**config.mk**
```make
export PLATFORM = sky130hd
export DESIGN_NAME = fetch_unit
export DESIGN_NICKNAME = d
export VERILOG_FILES = /design/src/rtl/fetch_unit.sv
export SDC_FILE = /design/constraint.sdc
export NUM_CORES = 1
export LEC_CHECK = 0
export BUFFER_PORTS_ARGS = -buffer_cell sky130_fd_sc_hd__buf_2
export CAP_MARGIN = 20
export CORE_ASPECT_RATIO = 1.75
export CORE_MARGIN = 1
export CORE_UTILIZATION = 54
export CTS_CLUSTER_DIAMETER = 120
export DETAILED_ROUTE_END_ITERATION = 12
export GPL_ROUTABILITY_DRIVEN = 0
export PLACE_DENSITY = 0.79
export SYNTH_ARGS = -nofsm -noshare
export SYNTH_HDL_FRONTEND = slang
export SYNTH_SLANG_ARGS = --single-unit
```
**constraint.sdc**
```tcl
create_clock -name clk -period 3.4 [get_ports clk]
set_input_delay 0.34 -clock clk [delete_from_list [all_inputs] [get_ports clk]]
set_output_delay 0.34 -clock clk [all_outputs]
set_load 0.02 [all_outputs]
```
**src/rtl/fetch_unit.sv**
```systemverilog
// Instruction fetch stage: issues sequential fetch requests, buffers in-order
// responses in a small prefetch queue, and flushes on control-flow redirect.
module fetch_unit #(
    parameter logic [15:0] RESET_PC = 16'h0000,
    parameter int unsigned PC_STEP  = 2,
    parameter int unsigned DEPTH    = 2
) (
    input  logic        clk,
    input  logic        rst_n,
    output logic        imem_req_valid_o,
    input  logic        imem_req_ready_i,
    output logic [15:0] imem_req_addr_o,
    input  logic        imem_rsp_valid_i,
    input  logic [15:0] imem_rsp_data_i,
    output logic        fetch_valid_o,
    input  logic        fetch_ready_i,
    output logic [15:0] fetch_pc_o,
    output logic [15:0] fetch_instr_o,
    input  logic        redirect_i,
    input  logic [15:0] redirect_pc_i
);

    localparam int unsigned CNT_W = $clog2(DEPTH + 1);
    localparam int unsigned PTR_W = (DEPTH > 1) ? $clog2(DEPTH) : 1;
    localparam int unsigned SUM_W = CNT_W + 1;

    logic [15:0]      pc_q, pc_d;
    logic [15:0]      rsp_pc_q, rsp_pc_d;
    logic [15:0]      qpc_q [DEPTH];
    logic [15:0]      qpc_d [DEPTH];
    logic [15:0]      qinstr_q [DEPTH];
    logic [15:0]      qinstr_d [DEPTH];
    logic [PTR_W-1:0] rd_ptr_q, rd_ptr_d;
    logic [PTR_W-1:0] wr_ptr_q, wr_ptr_d;
    logic [CNT_W-1:0] count_q, count_d;
    logic [CNT_W-1:0] inflight_q, inflight_d;
    logic [CNT_W-1:0] drop_cnt_q, drop_cnt_d;
    logic             req_fire, push, pop;

    function automatic logic [PTR_W-1:0] ptr_inc(input logic [PTR_W-1:0] p);
        return (p == PTR_W'(DEPTH - 1)) ? '0 : p + PTR_W'(1);
    endfunction

    assign fetch_valid_o   = (count_q != '0);
    assign fetch_pc_o      = fetch_valid_o ? qpc_q[rd_ptr_q] : 16'h0000;
    assign fetch_instr_o   = fetch_valid_o ? qinstr_q[rd_ptr_q] : 16'h0000;
    assign imem_req_addr_o = pc_q;

    // Credit rule: queued plus in-flight never exceeds DEPTH, so a push always has room.
    always_comb begin
        imem_req_valid_o = rst_n && !redirect_i
                           && ((SUM_W'(count_q) + SUM_W'(inflight_q)) < SUM_W'(DEPTH));
        req_fire   = imem_req_valid_o && imem_req_ready_i;
        push       = imem_rsp_valid_i && (drop_cnt_q == '0) && !redirect_i;
        pop        = fetch_valid_o && fetch_ready_i && !redirect_i;

        pc_d       = pc_q;
        rsp_pc_d   = rsp_pc_q;
        qpc_d      = qpc_q;
        qinstr_d   = qinstr_q;
        rd_ptr_d   = rd_ptr_q;
        wr_ptr_d   = wr_ptr_q;
        count_d    = count_q;
        inflight_d = inflight_q;
        drop_cnt_d = drop_cnt_q;

        if (req_fire) begin
            pc_d = pc_q + 16'(PC_STEP);
        end
        case ({req_fire, imem_rsp_valid_i})
            2'b10:   inflight_d = inflight_q + CNT_W'(1);
            2'b01:   inflight_d = inflight_q - CNT_W'(1);
            default: inflight_d = inflight_q;
        endcase

        if (redirect_i) begin
            // Everything still outstanding after this edge belongs to the old stream.
            pc_d       = {redirect_pc_i[15:1], 1'b0};
            rsp_pc_d   = {redirect_pc_i[15:1], 1'b0};
            rd_ptr_d   = '0;
            wr_ptr_d   = '0;
            count_d    = '0;
            drop_cnt_d = inflight_d;
        end else begin
            if (imem_rsp_valid_i && (drop_cnt_q != '0)) begin
                drop_cnt_d = drop_cnt_q - CNT_W'(1);
            end
            if (push) begin
                qpc_d[wr_ptr_q]    = rsp_pc_q;
                qinstr_d[wr_ptr_q] = imem_rsp_data_i;
                wr_ptr_d           = ptr_inc(wr_ptr_q);
                rsp_pc_d           = rsp_pc_q + 16'(PC_STEP);
            end
            if (pop) begin
                rd_ptr_d = ptr_inc(rd_ptr_q);
            end
            case ({push, pop})
                2'b10:   count_d = count_q + CNT_W'(1);
                2'b01:   count_d = count_q - CNT_W'(1);
                default: count_d = count_q;
            endcase
        end
    end

    always_ff @(posedge clk) begin
        if (!rst_n) begin
            pc_q       <= RESET_PC;
            rsp_pc_q   <= RESET_PC;
            rd_ptr_q   <= '0;
            wr_ptr_q   <= '0;
            count_q    <= '0;
            inflight_q <= '0;
            drop_cnt_q <= '0;
        end else begin
            pc_q       <= pc_d;
            rsp_pc_q   <= rsp_pc_d;
            rd_ptr_q   <= rd_ptr_d;
            wr_ptr_q   <= wr_ptr_d;
            count_q    <= count_d;
            inflight_q <= inflight_d;
            drop_cnt_q <= drop_cnt_d;
        end
    end

    // Payload storage needs no reset; the head outputs are masked while empty.
    always_ff @(posedge clk) begin
        qpc_q    <= qpc_d;
        qinstr_q <= qinstr_d;
    end

    a_no_push_full : assert property (@(posedge clk) disable iff (!rst_n)
        !(push && (count_q == CNT_W'(DEPTH))));

endmodule

```
# Yosys cells after proc, flatten, opt, wreduce, memory -nomap -nowiden

Cells that the tools add are included.

Bitwise gates (word level): 4
Add/sub/neg operators: 10
Equality and inequality tests: 4
$lt $le $gt $ge: 4
Multiplexer cells: 22
Reduce and logical (&&, ||, !) cells: 19

Operator list:

| kind                                                        | count |
|---|---|
| 2-to-1 mux 16 bit                                           | 13 |
| bitwise mux 32 bit                                          | 2 |
| adder 16 x 2 -> 16 bit (second input constant)              | 2 |
| demux 16 bit (select 1 bit)                                 | 1 |
| nonzero test 2 bit                                          | 6 |
| logical AND 1 bit                                           | 9 |
| one-hot mux 2 bit (2 select lines)                          | 2 |
| subtractor 2 x 1 -> 2 bit (second input constant)           | 3 |
| adder 2 x 1 -> 2 bit (second input constant)                | 2 |
| == test 2 x 1 -> 1 bit (second input constant)              | 2 |
| == test 2 bit (second input constant)                       | 2 |
| >= comparator 2 bit (second input constant)                 | 2 |
| 2-to-1 mux 2 bit                                            | 2 |
| NOT 1 -> 2 bit                                              | 2 |
| adder 2 x 2 -> 3 bit                                        | 1 |
| less-than comparator 3 x 2 -> 1 bit (second input constant) | 1 |
| adder 1 bit (second input constant)                         | 2 |
| logical NOT 2 bit                                           | 1 |
| less-than comparator 2 x 1 -> 1 bit (second input constant) | 1 |
| 2-to-1 mux 1 bit                                            | 2 |
| NOT 1 bit                                                   | 2 |
| AND reduction 2 bit                                         | 1 |
| OR reduction 2 bit                                          | 1 |
| logical NOT 1 bit                                           | 1 |

Output and inout bits: 50
Logic and storage cells: 76
Input bits: 38
Bits in registers: 104

# Logic depth before layout (Yosys ltp)

Gate-level depths: netlist of run 1.

Word-level depth: 7
Mapped depth: 9
Mapped depth without buffers: 9

# Worst setup path after synthesis of run 1

OpenSTA, ideal clock, no wires.

Path type: input-to-reg
Start: input port redirect_i
End: register qinstr_q[0] in the netlist's numbering, enable pin
Slack: 791 ps
Data arrival time: 2190 ps
Library setup time: 419 ps
Required time: 2981 ps
Stages on the path: 4
Buffers on the path: 1
Cells stage by stage: clkinv_1 -> clkbuf_1 -> nand3_1 -> nor2_1

Longest elaborated chain between the ends: 3

Ends and longest elaborated chain:

| element                           | RTL line | text |
|---|---|---|
| start, declared                   | 19       | `input logic redirect_i,` |
| logical NOT 1 bit                 | 54       | `push = imem_rsp_valid_i && (drop_cnt_q == '0) && !redirect_i;` |
| logical AND 1 bit                 | 54       |  |
| AND reduction 2 bit (no line) (*) | n/a      |  |
| end signal, assigned              | 128      | `qinstr_q <= qinstr_d;` |
| end, declared                     | 31       | `logic [15:0] qinstr_q [DEPTH];` |

Mark *: on every way between the ends. The rest lies on a longest branch, timed or not.
A chain may end at the register's enable or synchronous reset.

# Worst setup path in the final report of run 1

Start: register count_q[0]
End: register drop_cnt_q[1]

Longest elaborated chain between the ends: 7

Ends and longest elaborated chain:

| element                                                        | RTL line | text |
|---|---|---|
| start, declared                                                | 35       | `logic [CNT_W-1:0] count_q, count_d;` |
| start signal, assigned                                         | 119      | `count_q <= count_d;` |
| adder 2 x 2 -> 3 bit (*)                                       | 52       | `&& ((SUM_W'(count_q) + SUM_W'(inflight_q)) < SUM_W'(DEPTH));` |
| less-than comparator 3 x 2 -> 1 bit (*)                        | 52       |  |
| logical AND 1 bit (*)                                          | 52       |  |
| logical AND 1 bit (*)                                          | 53       | `req_fire = imem_req_valid_o && imem_req_ready_i;` |
| == test 2 x 1 -> 1 bit / == test 2 bit (equally long branches) | 70       | `case ({req_fire, imem_rsp_valid_i})` |
| one-hot mux 2 bit (2 select lines) (*)                         | 70       |  |
| 2-to-1 mux 2 bit (*)                                           | 76       | `if (redirect_i) begin` |
| end signal, assigned                                           | 121      | `drop_cnt_q <= drop_cnt_d;` |
| end, declared                                                  | 37       | `logic [CNT_W-1:0] drop_cnt_q, drop_cnt_d;` |

Marks and branches as above.

==> flow_summary.ini, run 1 <==
[clocking]
cts_setup_buffers = 0
cts.clk_slew.worst_paths_ns = 0.06
clk_latency_ns = 0.34
cts_hold_buf = 0
cts_made_buffers = 9
cts-htree-levels = 3
clock-sinks = 100
cts_root_buffer = clkbuf_16
ctsLongestPathBuffers = 2
cts-resized-gates = 0
cts_tree = done

[finish]
nFillCells = 593
drive_gt1_frac = 0.2422
multi_input_area_um2 = 1562
area_delta_synth_final_pct = 18.09
antenna_cells = 0
fin_area_um2 = 5049
ff_latch_area_um2 = 2624
nNetsFinal = 489

[grt]
busiest_layer = met2
antenna_found_initial = 0
gr-total-overflow = 0
grt_usage = 0.2032
met1_usage = 0.2416
grtUsageMet2 = 0.3325
grt_pass1_vias = 2838
grt_pass1_wl_um = 13100
grt_max_degree = 41
met3_usage = 0.03946

[yosys]
yosysWarnings = 0
ys_types = 43
synth_edf_count = 62
synth_top_area_share = 0.4355
synth_top_cells_by_count = 62 x edfxtp_1, 45 x nor2_1, 38 x dfxtp_1
avgSynthCellArea_um2 = 11.81
netlist_area_um2 = 4275
ys_dominant_reg_cell = edfxtp_1
synth-seq-cells = 100
yosysMostFrequentCell = edfxtp_1
async_reset_ff_frac = 0
synth_area_leaders = edfxtp_1 44%, dfxtp_1 18%, mux2i_1 7.5%
synth-seq-area-share = 0.6134
syn_inst = 362
yosysTopAreaCell = edfxtp_1

[floorplanning]
dieWidth_um = 69.26
io_pins = 88
rows = 42
dieArea_um2 = 8291
start_util = 0.5611
fp.dieH_um = 119.7
core_um2 = 7620

[timing]
final-max-slew-violation-count = 0
relSlewSlack = 0.3413
setup-tns-final_ns = 0
max_freq_ghz = 0.3946
hold_violations = 0
period_share = 0.7453
rsz0062_at_grt = no
setup_viol = 0
fin_crit_ns = 2.534
finalClockSkew_ns = 0.008543
worst_slew_pin_slew_ns = 0.9881

[routing]
dr_total_vias = 2981
drtPass1Iterations = 5
ant_nets = 0
via_per_inst = 5.541
wirelength_um = 7821
wl_per_cell_um = 14.54
drc = 0
drtIter0Drc = 213

[hold_path]
min_to = qinstr_q[13]$_DFFE_PP_
hp-class = input port to flop
min_from = imem_rsp_data_i[13]
holdPathStages = 1

[power_and_ir_drop]
p_leak_nw = 1.864
power_density_nw_per_um2 = 520.1
ir_drop_mv = 0.3402

[worst_setup_path]
cp_max_fo = 4
cp.arrival_ns = 2.75
reg2reg_from = count_q[0]$_SDFFE_PP0P_
worst_r2r_path_depth = 8
critPathKind = flop to flop
cp_top_family = simple AND/OR/NAND/NOR gates
cpMaxStageDelayCell = nor3b_1
r2r_setup_slack_ns = 0.87
path_buf_inv = 0
end_kind = flop
critPathLaunchType = flop
r2r-end = drop_cnt_q[1]$_SDFFE_PN0P_
critPathMaxStageDelay_ns = 0.49
worstPathCellList = and2_1, fa_1, nor3b_1, nand3_1, ha_1, nor2_1, xnor2_1, o22ai_1
required_ns = 3.62

[outcome]
run_status = completed

[job]
max_cap_viol_count = 0

[placed_design]
hpwl_um = 5482
port_buffers = 84
place_area_um2 = 4776
logic make-up (layout without fill, tap and decap cells):
kind of cell,after synthesis,count (layout),share of synthesized area
other,1,2,0.0008771
DFF,100,100,0.6134
AOI/OAI and AO/OA,54,54,0.07083
xor gates and xnor gates,27,27,0.05531
muxes,33,33,0.07755
adders and majority gates,6,6,0.01932
buffers and inverters,25,112,0.02400
and+or+nand+nor,116,116,0.1387
layout by cell type (no fill, tap or decap), types with 3 or more instances in the layout:
master,instances
nand3_1,8
nor2_1,42
xor2_1,7
nor2_2,3
ha_1,5
buf_2,84
nor4_1,8
xnor2_1,20
nand4_1,6
o21ai_0,18
inv_1,7
a21oi_1,24
clkbuf_16,9
and4_1,4
nor2b_1,4
dfxtp_1,37
nand2_1,14
nor3_1,13
mux2i_1,32
clkbuf_1,3
a211oi_1,4
edfxtp_1,62
buf_4,4
how the worst max path moves through the flow:
| stage | from | endpoint | slack (ns) | cells after the start |
|---|---|---|---|---|
| after detailed placement | count_q[0]$_SDFFE_PP0P_ | drop_cnt_q[1]$_SDFFE_PN0P_ | 0.82 | 8 |
| after global placement | count_q[0]$_SDFFE_PP0P_ | drop_cnt_q[1]$_SDFFE_PN0P_ | 0.89 | 8 |
| after CTS | count_q[0]$_SDFFE_PP0P_ | drop_cnt_q[1]$_SDFFE_PN0P_ | 0.81 | 8 |
| after global routing | count_q[0]$_SDFFE_PP0P_ | drop_cnt_q[1]$_SDFFE_PN0P_ | 0.62 | 9 |
| after floorplan | redirect_i | qinstr_q[0]$_DFFE_PP_ | 0.79 | 4 |
| final | count_q[0]$_SDFFE_PP0P_ | drop_cnt_q[1]$_SDFFE_PN0P_ | 0.87 | 8 |
cell type report:
type | count | area share
Timing Repair Buffer | 88 | 0.08922
Sequential cell | 100 | 0.5197
Inverter | 8 | 0.005948
Tap cell | 88 | 0.02181
Clock inverter | 2 | 0.001735
Clock buffer | 14 | 0.05229
Multi-Input combinational cell | 238 | 0.3093
registers in the layout (all words and copies together) (netlist names):
name	count
count_q	2
drop_cnt_q	2
imem_req_addr_o	15
inflight_q	2
qinstr_q	32
qpc_q	30
rd_ptr_q	1
rsp_pc_q	15
wr_ptr_q	1
per-layer routing:
layer,vias to the layer above,part of all wire
met5,-,0
met4,0,0.032
met3,18,0.039
met2,94,0.52
met1,1391,0.40
li1,1478,-
power breakdown:
| group | switching, W | leakage [nW] | total [W] | internal (W) |
|---|---|---|---|---|
| Sequential | 0.0000555 | 0.886 | 0.00142 | 0.00136 |
| Combinational | 0.000169 | 0.844 | 0.000283 | 0.000114 |
| Clock | 0.000389 | 0.134 | 0.000922 | 0.000533 |
metrics by stage:
step / hold WS [ns] / total power (W) / instances / utilization / setup WS (ns)
floorplan: 0.4389 / 0.001632 / 363 / - / 0.7913
global placement: 0.4623 / 0.001718 / 522 / 0.6268 / 0.8887
detailed placement: 0.4863 / 0.001731 / 522 / 0.6268 / 0.8209
CTS: 0.1839 / 0.002649 / 538 / 0.6626 / 0.8141
global route: 0.1856 / 0.002741 / 538 / 0.6626 / 0.6171
finish: 0.1930 / 0.002626 / 538 / 0.6626 / 0.8660
Power figures use the tool's default switching activity.
==> run 2: changes to the inputs <==
Settings changed: ABC_AREA from default to 1, CORE_UTILIZATION 54 to 55.
Clock period 3.4 ns to 2.5 ns, I/O delays scaled along.
==> flow_summary.ini, run 2 <==
[clocking]
cts_tree = done
cts_setup_buffers = 0
clk_latency_ns = 0.34
clock-sinks = 100
cts-htree-levels = 3
cts_made_buffers = 9
ctsLongestPathBuffers = 2
cts.clk_slew.worst_paths_ns = 0.06
cts_root_buffer = clkbuf_16

[floorplanning]
core_um2 = 8313
fp.dieH_um = 124.3
dieWidth_um = 71.88
rows = 44
io_pins = 88
dieArea_um2 = 8933
start_util = 0.5653

[finish]
largestRegisters = qinstr_q: 32 flops, qpc_q: 30 flops
drive_gt1_frac = 0.1893
fin_area_um2 = 5499
nFillCells = 678
layout_common_cells = 149 x nand2_1, 84 x buf_2, 64 x inv_1, 64 x a21oi_1, 62 x edfxtp_1
largest_register_ff_count = 32
top_register = qinstr_q
ff_latch_area_um2 = 2623
nNetsFinal = 673
antenna_cells = 0
multi_input_area_um2 = 1727
area_delta_synth_final_pct = 17.01
final_common_cell = nand2_1

[yosys]
netlist_area_um2 = 4700
synth-seq-area-share = 0.5580
synth_top_cells_by_count = 149 x nand2_1, 64 x a21oi_1, 64 x inv_1
synth_area_leaders = edfxtp_1 40%, dfxtp_1 16%, nand2_1 12%
syn_inst = 544
synth_top_area_share = 0.3962
avgSynthCellArea_um2 = 8.639
synth-seq-cells = 100
ys_dominant_reg_cell = edfxtp_1
async_reset_ff_frac = 0
synth_edf_count = 62
yosysMostFrequentCell = nand2_1
yosysWarnings = 0
yosysTopAreaCell = edfxtp_1
ys_types = 36

[grt]
grt_max_degree = 32
grt_pass1_vias = 3742
grt_pass1_wl_um = 16160
grt_usage = 0.2307
antenna_found_initial = 0
gr-total-overflow = 0

[timing]
max_freq_ghz = 0.4347
relSlewSlack = 0.6552
worst_slew_pin_slew_ns = 0.5166
rsz0062_at_grt = no
period_share = 0.9201
hold_violations = 0
final-max-slew-violation-count = 0
fin_crit_ns = 2.300
setup_viol = 0
setup-tns-final_ns = 0
finalClockSkew_ns = 0.009105

[placed_design]
port_buffers = 84
place_area_um2 = 5228
hpwl_um = 7001

[routing]
drtPass1Iterations = 4
ant_nets = 0
via_per_inst = 5.228
drtIter0Drc = 155
wirelength_um = 9801
wl_per_cell_um = 13.09
drc = 0
dr_total_vias = 3916

[power_and_ir_drop]
fin_total_pwr_w = 0.003515
power_density_nw_per_um2 = 639.2
p_leak_nw = 2.366
ir_drop_mv = 0.4130

[worst_setup_path]
cp.arrival_ns = 2.54
critPathKind = flop to flop
cp_top_family = adder cells
cpMaxStageDelayCell = fa_1
critPathMaxStageDelay_ns = 0.43
end_kind = flop
cp_max_fo = 5
worstPathCellList = nand2_1, inv_1, fa_1, nor2_2, nand3_4, ha_1, a21oi_1, o21ai_0, xor2_1, o21ai_0, inv_1
critPathLaunchType = flop
required_ns = 2.74
path_buf_inv = 2

[outcome]
run_status = completed

[hold_path]
hp-class = input port to flop

[job]
max_cap_viol_count = 0
## run 2: cell count changes in the layout (fill, tap and decap cells not counted), moves of 18 or more
| cell | before | now |
|---|---|---|
| nand3_1 | 8 | 37 |
| xnor2_1 | 20 | 2 |
| nand2_1 | 14 | 149 |
| mux2i_1 | 32 | 0 |
| inv_1 | 7 | 64 |
| a21oi_1 | 24 | 64 |
## run 2: per-stage QoR
| step | std cells | setup WS, ns | hold slack [ns] | util |
|---|---|---|---|---|
| 6_report | 749 | 0.1997 | 0.09719 | 0.6615 |
| 2_1_floorplan | 545 | 0.3543 | 0.3476 | - |
| 5_1_grt | 749 | 0.008250 | 0.08566 | 0.6615 |
| 3_3_place_gp | 733 | 0.2412 | 0.4402 | 0.6288 |
| 4_1_cts | 749 | 0.1528 | 0.08390 | 0.6612 |
| 3_5_place_dp | 733 | 0.1583 | 0.4416 | 0.6288 |
## run 2: path summary, 6_finish.rpt
check | start | endpoint | slack (ns) | cells after the start
worst max-delay path | count_q[0]$_SDFFE_PP0P_ | drop_cnt_q[1]$_SDFFE_PN0P_ | 0.20 | 11
worst min register to register | rsp_pc_q[14]$_SDFFE_PN0P_ | qpc_q[30]$_DFFE_PP_ | 0.52 | 0
worst max register to register | count_q[0]$_SDFFE_PP0P_ | drop_cnt_q[1]$_SDFFE_PN0P_ | 0.20 | 11
worst min-delay path | imem_rsp_data_i[3] | qinstr_q[3]$_DFFE_PP_ | 0.1 | 1
## run 2: layout make-up
class,count,share of cell area
Clock buffer,10,0.04164
Clock inverter,6,0.007281
Inverter,67,0.04664
Multi-Input combinational cell,359,0.3140
Sequential cell,100,0.4769
Tap cell,115,0.02617
Timing Repair Buffer,92,0.08737
## run 2: logic make-up after synthesis
family / count (synthesis) / share of synthesized area
AOI/OAI and AO/OA: 103 / 0.1126
xor gates and xnor gates: 7 / 0.01305
adders and majority gates: 6 / 0.01757
buffers and inverters: 86 / 0.07747
DFF: 100 / 0.5580
other: 1 / 0.0007980
and+or+nand+nor: 241 / 0.2205
## run 2: repair_timing
action / in CTS / in global routing
gates resized for setup: 0 / 1
endpoints found under the setup margin: 0 / 1
hold buffers: 0 / 0
## run 2: routing by layer
metal | up-vias | track usage | wire, um
met5 | - | 0 | 0
li1 | 1970 | - | -
met4 | 0 | 0.09689 | 205
met2 | 109 | 0.4401 | 5467
met1 | 1821 | 0.2379 | 3714
met3 | 16 | 0.03883 | 413
## run 2: report_power, final
part / switching (W) / internal (W)
logic: 0.000247 / 0.000130
registers: 0.0000589 / 0.00183
clock network: 0.000573 / 0.000673
==> run 3: changes to the inputs <==
Settings changed: RECOVER_POWER from default to 100, SETUP_SLACK_MARGIN from default to 0.3.
==> flow_summary.ini, run 3 (same netlist as run 2, synthesis figures left out) <==
[outcome]
run_status = completed

[finish]
drive_gt1_frac = 0.1150
fin_area_um2 = 5443
area_delta_synth_final_pct = 15.81
top_register = qinstr_q
layout_common_cells = 150 x nand2_1, 64 x inv_1, 63 x a21oi_1
nNetsFinal = 674
final_common_cell = nand2_1
largest_register_ff_count = 32
largestRegisters = qinstr_q: 32 flops, qpc_q: 30 flops
final_core_util = 0.6547
fin_cells = 750
antenna_cells = 0

[worst_setup_path]
cpMaxStageDelayCell = fa_1
cp.arrival_ns = 2.45
cp_max_fo = 10
critPathKind = flop to flop
worst_r2r_path_depth = 9
end_kind = flop
worstPathCellList = nand2_1, inv_1, fa_1, nor2_1, nand3_4, clkbuf_1, clkinv_1, nand3_1, a21oi_1
path_buf_inv = 3
critPathLaunchType = flop
required_ns = 2.71
cp_top_family = buffers and inverters
critPathMaxStageDelay_ns = 0.48
cp.depth = 9

[clocking]
cts-htree-levels = 3
cts.clk_slew.worst_paths_ns = 0.07
cts_tree = done
cts_root_buffer = clkbuf_16
cts_made_buffers = 9
clk_latency_ns = 0.34
ctsLongestPathBuffers = 2
clock-sinks = 100

[power_and_ir_drop]
fin_total_pwr_w = 0.003509
ir_drop_mv = 0.4130
power_density_nw_per_um2 = 644.8
p_leak_nw = 2.186

[routing]
ant_nets = 0
via_per_inst = 5.217
drc = 0
drtPass1Iterations = 4
wirelength_um = 9924
dr_total_vias = 3913
drtIter0Drc = 158
wl_per_cell_um = 13.23

[hold_path]
hp-class = input port to flop
holdPathStages = 1

[grt]
grt_pass1_vias = 3751
grt_usage = 0.2311
antenna_found_initial = 0
grt_max_degree = 32
grt_pass1_wl_um = 16190
gr-total-overflow = 0

[job]
max_cap_viol_count = 0

[floorplanning]
dieArea_um2 = 8933
rows = 44
io_pins = 88
fp.dieH_um = 124.3
core_um2 = 8313
dieWidth_um = 71.88
start_util = 0.5653

[placed_design]
port_buffers = 84
place_area_um2 = 5228
dpl.cell_count = 733
hpwl_um = 7001

[timing]
setup-tns-final_ns = 0
final-max-slew-violation-count = 0
fin_crit_ns = 2.240
max_freq_ghz = 0.4465
worst_slew_pin_slew_ns = 0.7913
finalClockSkew_ns = 0.01062
setup_viol = 0
relSlewSlack = 0.4724
hold_violations = 0
period_share = 0.8959
rsz0062_at_grt = no
[run 3: changes by cell type in the layout (fill, tap and decap cells not counted), moves of 3 or more]
cell	change
buf_2	-43
buf_4	-4
clkbuf_1	+45
clkbuf_2	+3
nor2_1	+5
nor2_2	-5
[run 3: final timing paths]
path	start	to	slack (ns)
worst max register to register	inflight_q[0]$_SDFF_PN0_	imem_req_addr_o[13]$_SDFFE_PN0P_	0.26
worst max-delay path	inflight_q[0]$_SDFF_PN0_	imem_req_addr_o[13]$_SDFFE_PN0P_	0.26
worst min register to register	rsp_pc_q[14]$_SDFFE_PN0P_	qpc_q[30]$_DFFE_PP_	0.52
worst min-delay path	imem_rsp_data_i[15]	qinstr_q[15]$_DFFE_PP_	0.1
[run 3: layout make-up]
class	count	area [um2]
clock buffers	10	229.0
inverters	67	256.5
clock inverters	6	40.04
multi-input cells	359	1728
well taps	115	143.9
flip-flops and latches	100	2626
fillers	698	2870
repair buffers	93	419.2
[run 3: per-stage QoR]
stage          setup WS (ns)  hold WS (ns)
3_3_place_gp          0.2412        0.4402
3_5_place_dp          0.1583        0.4416
5_1_grt               0.1672       0.08566
6_report              0.2602       0.09713
4_1_cts               0.3585       0.08390
2_1_floorplan         0.3543        0.3476
[run 3: timing repair]
| item | 4_1_cts | 5_1_grt |
|---|---|---|
| buffers inserted | 1 | 0 |
| hold buffers | 0 | 0 |
| pin swaps | 2 | 1 |
| gates resized for setup | 3 | 6 |
| endpoints found under the setup margin | 2 | 2 |
[run 3: routing by layer]
| layer | vias up | wire length [um] | global-route usage |
|---|---|---|---|
| met3 | 14 | 426 | 0.03883 |
| met4 | 0 | 174 | 0.09689 |
| met2 | 109 | 5527 | 0.4406 |
| met5 | - | 0 | 0 |
| met1 | 1817 | 3795 | 0.2385 |
| li1 | 1973 | - | - |
[run 3: power breakdown]
| group | internal (W) | switching [W] | total, W |
|---|---|---|---|
| clock | 0.000673 | 0.000572 | 0.00124 |
| sequential | 0.00183 | 0.0000596 | 0.00189 |
| combinational | 0.000121 | 0.000250 | 0.000371 |
